### src/rtl/alu_pkg.sv
// Shared opcode encodings, flag bit positions and the per-opcode flag
// update mask used by the WISC ALU pipeline stage.
package alu_pkg;

  localparam logic [3:0] OP_ADD    = 4'b0000;
  localparam logic [3:0] OP_SUB    = 4'b0001;
  localparam logic [3:0] OP_XOR    = 4'b0010;
  localparam logic [3:0] OP_RED    = 4'b0011;
  localparam logic [3:0] OP_SLL    = 4'b0100;
  localparam logic [3:0] OP_SRA    = 4'b0101;
  localparam logic [3:0] OP_ROR    = 4'b0110;
  localparam logic [3:0] OP_PADDSB = 4'b0111;
  localparam logic [3:0] OP_LW     = 4'b1000;
  localparam logic [3:0] OP_SW     = 4'b1001;
  localparam logic [3:0] OP_LLB    = 4'b1010;
  localparam logic [3:0] OP_LHB    = 4'b1011;
  localparam logic [3:0] OP_B      = 4'b1100;
  localparam logic [3:0] OP_BR     = 4'b1101;
  localparam logic [3:0] OP_PCS    = 4'b1110;
  localparam logic [3:0] OP_HLT    = 4'b1111;

  localparam int FLAG_N = 2;
  localparam int FLAG_V = 1;
  localparam int FLAG_Z = 0;

  // Which of {N,V,Z} an opcode is allowed to write; all other bits hold.
  function automatic logic [2:0] flag_mask(input logic [3:0] op);
    case (op)
      OP_ADD, OP_SUB:                 flag_mask = 3'b111;
      OP_XOR, OP_SLL, OP_SRA, OP_ROR: flag_mask = 3'b001;
      default:                        flag_mask = 3'b000;
    endcase
  endfunction

endpackage

### src/rtl/alu_core.sv
// Combinational WISC ALU: opcode + operands -> result and candidate {N,V,Z}.
// The pipeline stage decides which candidate flags are actually committed.
module alu_core
  import alu_pkg::*;
#(
  parameter int WIDTH     = 16,
  parameter bit SAT_ARITH = 1'b1
) (
  input  logic [3:0]       opcode,
  input  logic [WIDTH-1:0] in1,
  input  logic [WIDTH-1:0] in2,
  output logic [WIDTH-1:0] result,
  output logic [2:0]       next_flags
);

  localparam int SHW = $clog2(WIDTH);
  localparam int NB  = 2 * WIDTH / 8;
  localparam int NN  = WIDTH / 4;

  logic [WIDTH-1:0]   sum, diff, max_pos, min_neg, red, padd;
  logic [2*WIDTH-1:0] both;
  logic [SHW-1:0]     amt;
  logic [4:0]         nsum;
  logic               add_ovf, sub_ovf, ovf;

  always_comb begin
    sum     = in1 + in2;
    diff    = in1 - in2;
    add_ovf = (in1[WIDTH-1] == in2[WIDTH-1]) && (sum[WIDTH-1] != in1[WIDTH-1]);
    sub_ovf = (in1[WIDTH-1] != in2[WIDTH-1]) && (diff[WIDTH-1] != in1[WIDTH-1]);
    max_pos = {1'b0, {(WIDTH-1){1'b1}}};
    min_neg = ~max_pos;
    amt     = in2[SHW-1:0];

    // Byte reduction over both operands; the accumulator is wide enough
    // that the signed sum can never overflow for WIDTH >= 16.
    both = {in1, in2};
    red  = '0;
    for (int i = 0; i < NB; i++)
      red = red + {{(WIDTH-8){both[i*8+7]}}, both[i*8 +: 8]};

    nsum = '0;
    padd = '0;
    for (int j = 0; j < NN; j++) begin
      nsum = {in1[j*4+3], in1[j*4 +: 4]} + {in2[j*4+3], in2[j*4 +: 4]};
      if (nsum[4] != nsum[3]) padd[j*4 +: 4] = nsum[4] ? 4'b1000 : 4'b0111;
      else                    padd[j*4 +: 4] = nsum[3:0];
    end

    case (opcode)
      OP_ADD:    result = (SAT_ARITH && add_ovf) ? (in1[WIDTH-1] ? min_neg : max_pos) : sum;
      OP_SUB:    result = (SAT_ARITH && sub_ovf) ? (in1[WIDTH-1] ? min_neg : max_pos) : diff;
      OP_XOR:    result = in1 ^ in2;
      OP_RED:    result = red;
      OP_SLL:    result = in1 << amt;
      OP_SRA:    result = $signed(in1) >>> amt;
      OP_ROR:    result = WIDTH'({in1, in1} >> amt);
      OP_PADDSB: result = padd;
      OP_LW,
      OP_SW:     result = sum;
      OP_LLB:    result = {in1[WIDTH-1:8], in2[7:0]};
      OP_LHB: begin
        result        = in1;
        result[15:8]  = in2[7:0];
      end
      default:   result = in1;
    endcase

    ovf = (opcode == OP_SUB) ? sub_ovf : add_ovf;
    next_flags[FLAG_N] = result[WIDTH-1];
    next_flags[FLAG_V] = ovf;
    next_flags[FLAG_Z] = (result == '0);
  end

endmodule

### src/rtl/alu_pipe.sv
// Registered WISC ALU stage: one-deep output register behind valid/ready,
// with flush squash and a flag register that only moves on accepted ops.
module alu_pipe
  import alu_pkg::*;
#(
  parameter int WIDTH     = 16,
  parameter bit SAT_ARITH = 1'b1
) (
  input  logic             clk,
  input  logic             rst_n,
  input  logic             flush,
  input  logic             in_valid,
  output logic             in_ready,
  input  logic [3:0]       opcode,
  input  logic [WIDTH-1:0] alu_in1,
  input  logic [WIDTH-1:0] alu_in2,
  output logic             out_valid,
  input  logic             out_ready,
  output logic [WIDTH-1:0] alu_out,
  output logic [2:0]       flag
);

  logic [WIDTH-1:0] result;
  logic [2:0]       next_flags, mask;
  logic             accept;

  alu_core #(.WIDTH(WIDTH), .SAT_ARITH(SAT_ARITH)) u_core (
    .opcode     (opcode),
    .in1        (alu_in1),
    .in2        (alu_in2),
    .result     (result),
    .next_flags (next_flags)
  );

  // Flush blocks acceptance outright so a squashed cycle never loads.
  assign in_ready = ~flush & (~out_valid | out_ready);
  assign accept   = in_valid & in_ready;
  assign mask     = flag_mask(opcode);

  always_ff @(posedge clk or negedge rst_n) begin
    if (!rst_n) begin
      out_valid <= 1'b0;
      alu_out   <= '0;
      flag      <= 3'b000;
    end else if (flush) begin
      out_valid <= 1'b0;
    end else if (accept) begin
      out_valid <= 1'b1;
      alu_out   <= result;
      flag      <= (flag & ~mask) | (next_flags & mask);
    end else if (out_ready) begin
      out_valid <= 1'b0;
    end
  end

endmodule

### config.mk
export PLATFORM = sky130hd
export DESIGN_NAME = alu_pipe
export DESIGN_NICKNAME = d
export VERILOG_FILES = /design/src/rtl/alu_pkg.sv /design/src/rtl/alu_core.sv /design/src/rtl/alu_pipe.sv
export SDC_FILE = /design/constraint.sdc
export NUM_CORES = 1
export LEC_CHECK = 0
export CORE_MARGIN = 5
export CORE_UTILIZATION = 55
export CTS_CLUSTER_SIZE = 10
export DETAILED_ROUTE_END_ITERATION = 16
export PLACE_DENSITY = 0.77
export SYNTH_ARGS = -nofsm -noshare
export SYNTH_HDL_FRONTEND = slang
export SYNTH_SLANG_ARGS = --single-unit
### constraint.sdc
create_clock -name clk -period 4.97 [get_ports clk]
set_clock_uncertainty 0.15 [all_clocks]
set_input_delay 0.7455 -clock clk [delete_from_list [all_inputs] [get_ports clk]]
set_output_delay 0.7455 -clock clk [all_outputs]
set_load 0.005 [all_outputs]
==> results <==
- The flow ran to the end, but the final reports show violations.
- The final reports fail on setup timing.
- The data arrival time of the critical path is between 5 and 6 ns.
- The share of flip-flops with an asynchronous set or reset after synthesis is 1.00.
- The number of buffers on the longest clock path is 2.
- The largest fanout on the critical path is 4.
- The overall via count from detail_route is 8826.
- The commonest register cell after synthesis is dfrtp_1.
- The number of antenna violations at the first check in global routing is 1.
- The max capacitance violation total is 0.
- For the pin with the worst max-slew slack, the measured transition is 0.987 ns.
- The multi-input combinational cells in the finished layout cover a total of 0.00635 mm².
- The wire length reported by the detailed router is 32.9 mm.
- The global-route wire length before repair is 48.7 mm.
- The number of iterations in the first detailed-routing pass is 8.
- After the first detailed-routing iteration, the DRC count stood at 1689.
- The shortest clock period the worst path allows after layout is 5.13 ns.
- The initial utilization of the core area, before any placement, comes to 0.556.
- During synthesis, Yosys emitted a total of 0 warnings.
- For this run, design rule violations remaining after detail routing come to 0.
- The worst setup path is launched from an input pin.
- The final net count is around 1200.
- The initialized floorplan defines 41 standard-cell rows.
- The instance count after placement with tap cells included is ~1200.
- Setup violations remaining at the end of the flow were counted as 2.
- The count of final max-slew check failures is 0.
- The count of antenna-violating nets left after detailed routing is 0.
- The worst setup slack after layout is -0.161 ns.
- The share of the Yosys chip area taken by registers is 0.0723.
- In the final layout, flip-flops and latches occupy 500 µm².
- The synthesized netlist cell count is 910.
- In the final layout, the share of cells above drive strength 1 is 0.312.
- The highest ir drop seen on vdd is ~210 µV.
- Pin placement for this block handled 62 I/O pins.
- The detailed placement HPWL is approximately 24 mm.
- Total power for the finished layout comes to 2.10 mW.
- The total congestion overflow after global routing is 0.
- The number of hold buffers added after CTS was 0.
- The category of the critical setup timing path is input pin to flop.
- The filler cell count in the final layout is around 980.
- Clock tree synthesis inserted a total of 3 buffers.
- 0 antenna diodes ended up in the layout.
- The count of buffers added on input and output ports is 61.
- Dividing the synthesized area by the synthesized cell count gives around 7.6 µm².
- The worst slew margin relative to its limit is 0.340.
- The flop and latch count out of synthesis is 20.
- The finished layout holds 1253 standard cells, fillers aside.
- TritonCTS built the clock tree.
- Setup repair after global routing could not meet its margin everywhere.
- The die covers 0.0149 mm².
- The data required time of the critical path is 4.98 ns.
- Compared with the post-synthesis result, the final layout area differs by 35.0%.
- The part of the cycle the worst path needs is 1.03.
- After synthesis, the netlist uses 91 different library cells.
- The global-route usage over all layers is 0.431.
- The sort of element at the end of the critical path is a flop.
- The number of flops mapped to enable cells by yosys is 0.
- In this run the power density over the cells is 225 mW/mm².
- The via count of the first global-routing pass was 8185.
- In this run the vertical extent of the chip is 122 µm.
- From left edge to right edge, the die measures 122 µm.
- The synthesized cell area is 0.00693 mm².
- The area of the core region is 0.0125 mm².
- The clock edge transition at the registers on the reported setup and hold paths is 0.06 ns.
- In the final routed layout, each cell accounts on average for 26.3 µm.
- For this design, the sink count on the clock tree is 20.
- The min-delay analysis places its worst path in the category flop to flop.
- Clock latency on the worst-skew pair, taken at its later pin, is 0.26 ns.
- The synthesized netlist net count is 1017.
- The static leakage is about 4.0 nW.
- Using the TritonRoute via totals, the vias-per-cell ratio works out to approximately 7.0.
- The number of failing hold endpoints at the final stage is 0.
- In this run the number of H-tree levels came out at 1.
- The pin count of the biggest net entering global routing is 48.
- The final weighted congestion in routability-driven placement is 1.12.
- The maximum clock frequency is approximately 0.19 GHz.
- In this run the clock root is driven by a clkbuf_16.
final timing paths:
check | from | end | slack, ns | cells after the start
worst max-delay path | alu_in2[9] | flop | -0.16 | 27
worst min-delay path | alu_out[6]$_DFFE_PN0P_ | alu_out[6]$_DFFE_PN0P_ | 0.35 | 2
worst max register to register | out_valid$_DFFE_PN0P_ | flop | 2.34 | 8
worst min register to register | alu_out[6]$_DFFE_PN0P_ | alu_out[6]$_DFFE_PN0P_ | 0.35 | 2
max in group asynchronous | rst_n | alu_out[8]$_DFFE_PN0P_ | 3.19 | 1
min in group asynchronous | rst_n | async pin | 0.88 | 1
where the power goes:
part | total [mW] | switching [mW] | internal, mW
logic | 1.71 | 0.902 | 0.804
clock network | 0.170 | 0.0639 | 0.106
registers | 0.226 | 0.0227 | 0.203
total | 2.10 | 0.989 | 1.11
per-layer routing:
layer,global-route usage,up-vias,wire length [µm]
met5,0,-,46
met4,0.246,4,2840
met3,0.129,219,4660
met1,0.571,4084,12000
li1,-,3780,-
met2,0.623,739,13400
Yosys cell counts (all sizes together) (5+ instances only):
library cell	n	area [µm²]
o32ai	5	43.8
inv	51	191
and3	5	31.3
a211oi	14	110
o21a	5	37.5
clkbuf	41	154
xnor2	26	228
nor4	8	56.3
or2	5	31.3
a221oi	13	126
nor2b	6	40.0
mux2	23	259
nand3	19	95.1
o21bai	11	82.6
a31oi	22	144
o31a	6	52.6
a32oi	5	43.8
dfrtp	20	500
nand4b	5	43.8
nor2	92	345
a311oi	7	67.6
buf	33	183
fa	16	320
nand4	8	50.1
a21o	13	97.6
o22ai	17	106
nand2	76	285
xor2	11	96.3
or3	6	37.5
a21oi	52	264
mux4	27	627
nand2b	11	68.8
o211ai	6	45.0
ha	50	626
o31ai	18	135
nor3	23	120
o21ai	57	285
mux2i	24	240
cells in the final DEF (no fill, tap or decap), types with 17 or more instances in the layout:
master / count
dfrtp_1: 20
mux2i_1: 24
mux4_2: 22
mux2_2: 19
buf_4: 178
a31oi_1: 19
nand3_1: 19
o21ai_0: 45
nor3_1: 19
a21oi_1: 41
ha_1: 36
clkdlybuf4s50_1: 39
nand2_1: 76
o31ai_1: 17
xnor2_1: 24
inv_1: 42
nor2_1: 89
timing repair:
action | CTS | global route
endpoints found under the hold margin | 0 | 0
gates resized for setup | 63 | 84
setup endpoints to repair | 16 | 14
gates cloned | 0 | 0
pin swaps | 40 | 53
buffers inserted | 12 | 13
final cells by class:
type | count | share of cell area
Multi-Input combinational cell | 762 | 0.679
Timing Repair Buffer | 243 | 0.213
Clock buffer | 3 | 0.00803
Inverter | 53 | 0.0239
Sequential cell | 20 | 0.0535
Tap cell | 172 | 0.0230
through the flow:
| step | hold slack (ns) | setup slack, ns | cell area, µm² | TNS, ns | utilization |
|---|---|---|---|---|---|
| final | 0.346 | -0.161 | 9350 | -0.228 | 0.750 |
| after global routing | 0.362 | -0.233 | 9350 | -0.548 | 0.750 |
| after CTS | 0.347 | 0.00280 | 9010 | 0 | 0.723 |
| after detailed placement | 0.316 | -0.751 | 8660 | -7.95 | 0.695 |
| after global placement | 0.314 | -0.725 | 8660 | -6.27 | 0.695 |
| after floorplan | 0.300 | -0.0554 | 7060 | -0.0554 | - |
cells by family after synthesis:
family / after synthesis / synth area share
AO/OA/AOI/OAI: 292 / 0.292
XOR/XNOR: 37 / 0.0468
adder cells (fa/ha/maj): 66 / 0.137
buffers and inverters: 128 / 0.0786
flip-flops: 20 / 0.0723
multiplexers: 74 / 0.163
AND/OR/NAND/NOR: 293 / 0.212
worst max-delay path, cell delays in order:
cell      delay (ns)
buf_6           0.10
inv_4           0.07
fa_1            0.42
inv_1           0.09
ha_2            0.19
inv_2           0.04
fa_2            0.35
inv_2           0.06
a21oi_2         0.04
o21bai_1        0.19
buf_4           0.15
a21oi_2         0.06
o21bai_2        0.19
buf_4           0.13
buf_4           0.09
buf_4           0.09
xor2_1          0.15
ha_1            0.32
nor2_1          0.12
a21oi_2         0.21
and2_4          0.18
o21a_4          0.15
o211ai_1        0.12
o32ai_1         0.30
buf_4           0.19
nand3_1         0.09
o41ai_2         0.28
Note: power is estimated with default switching activity, not from simulation.
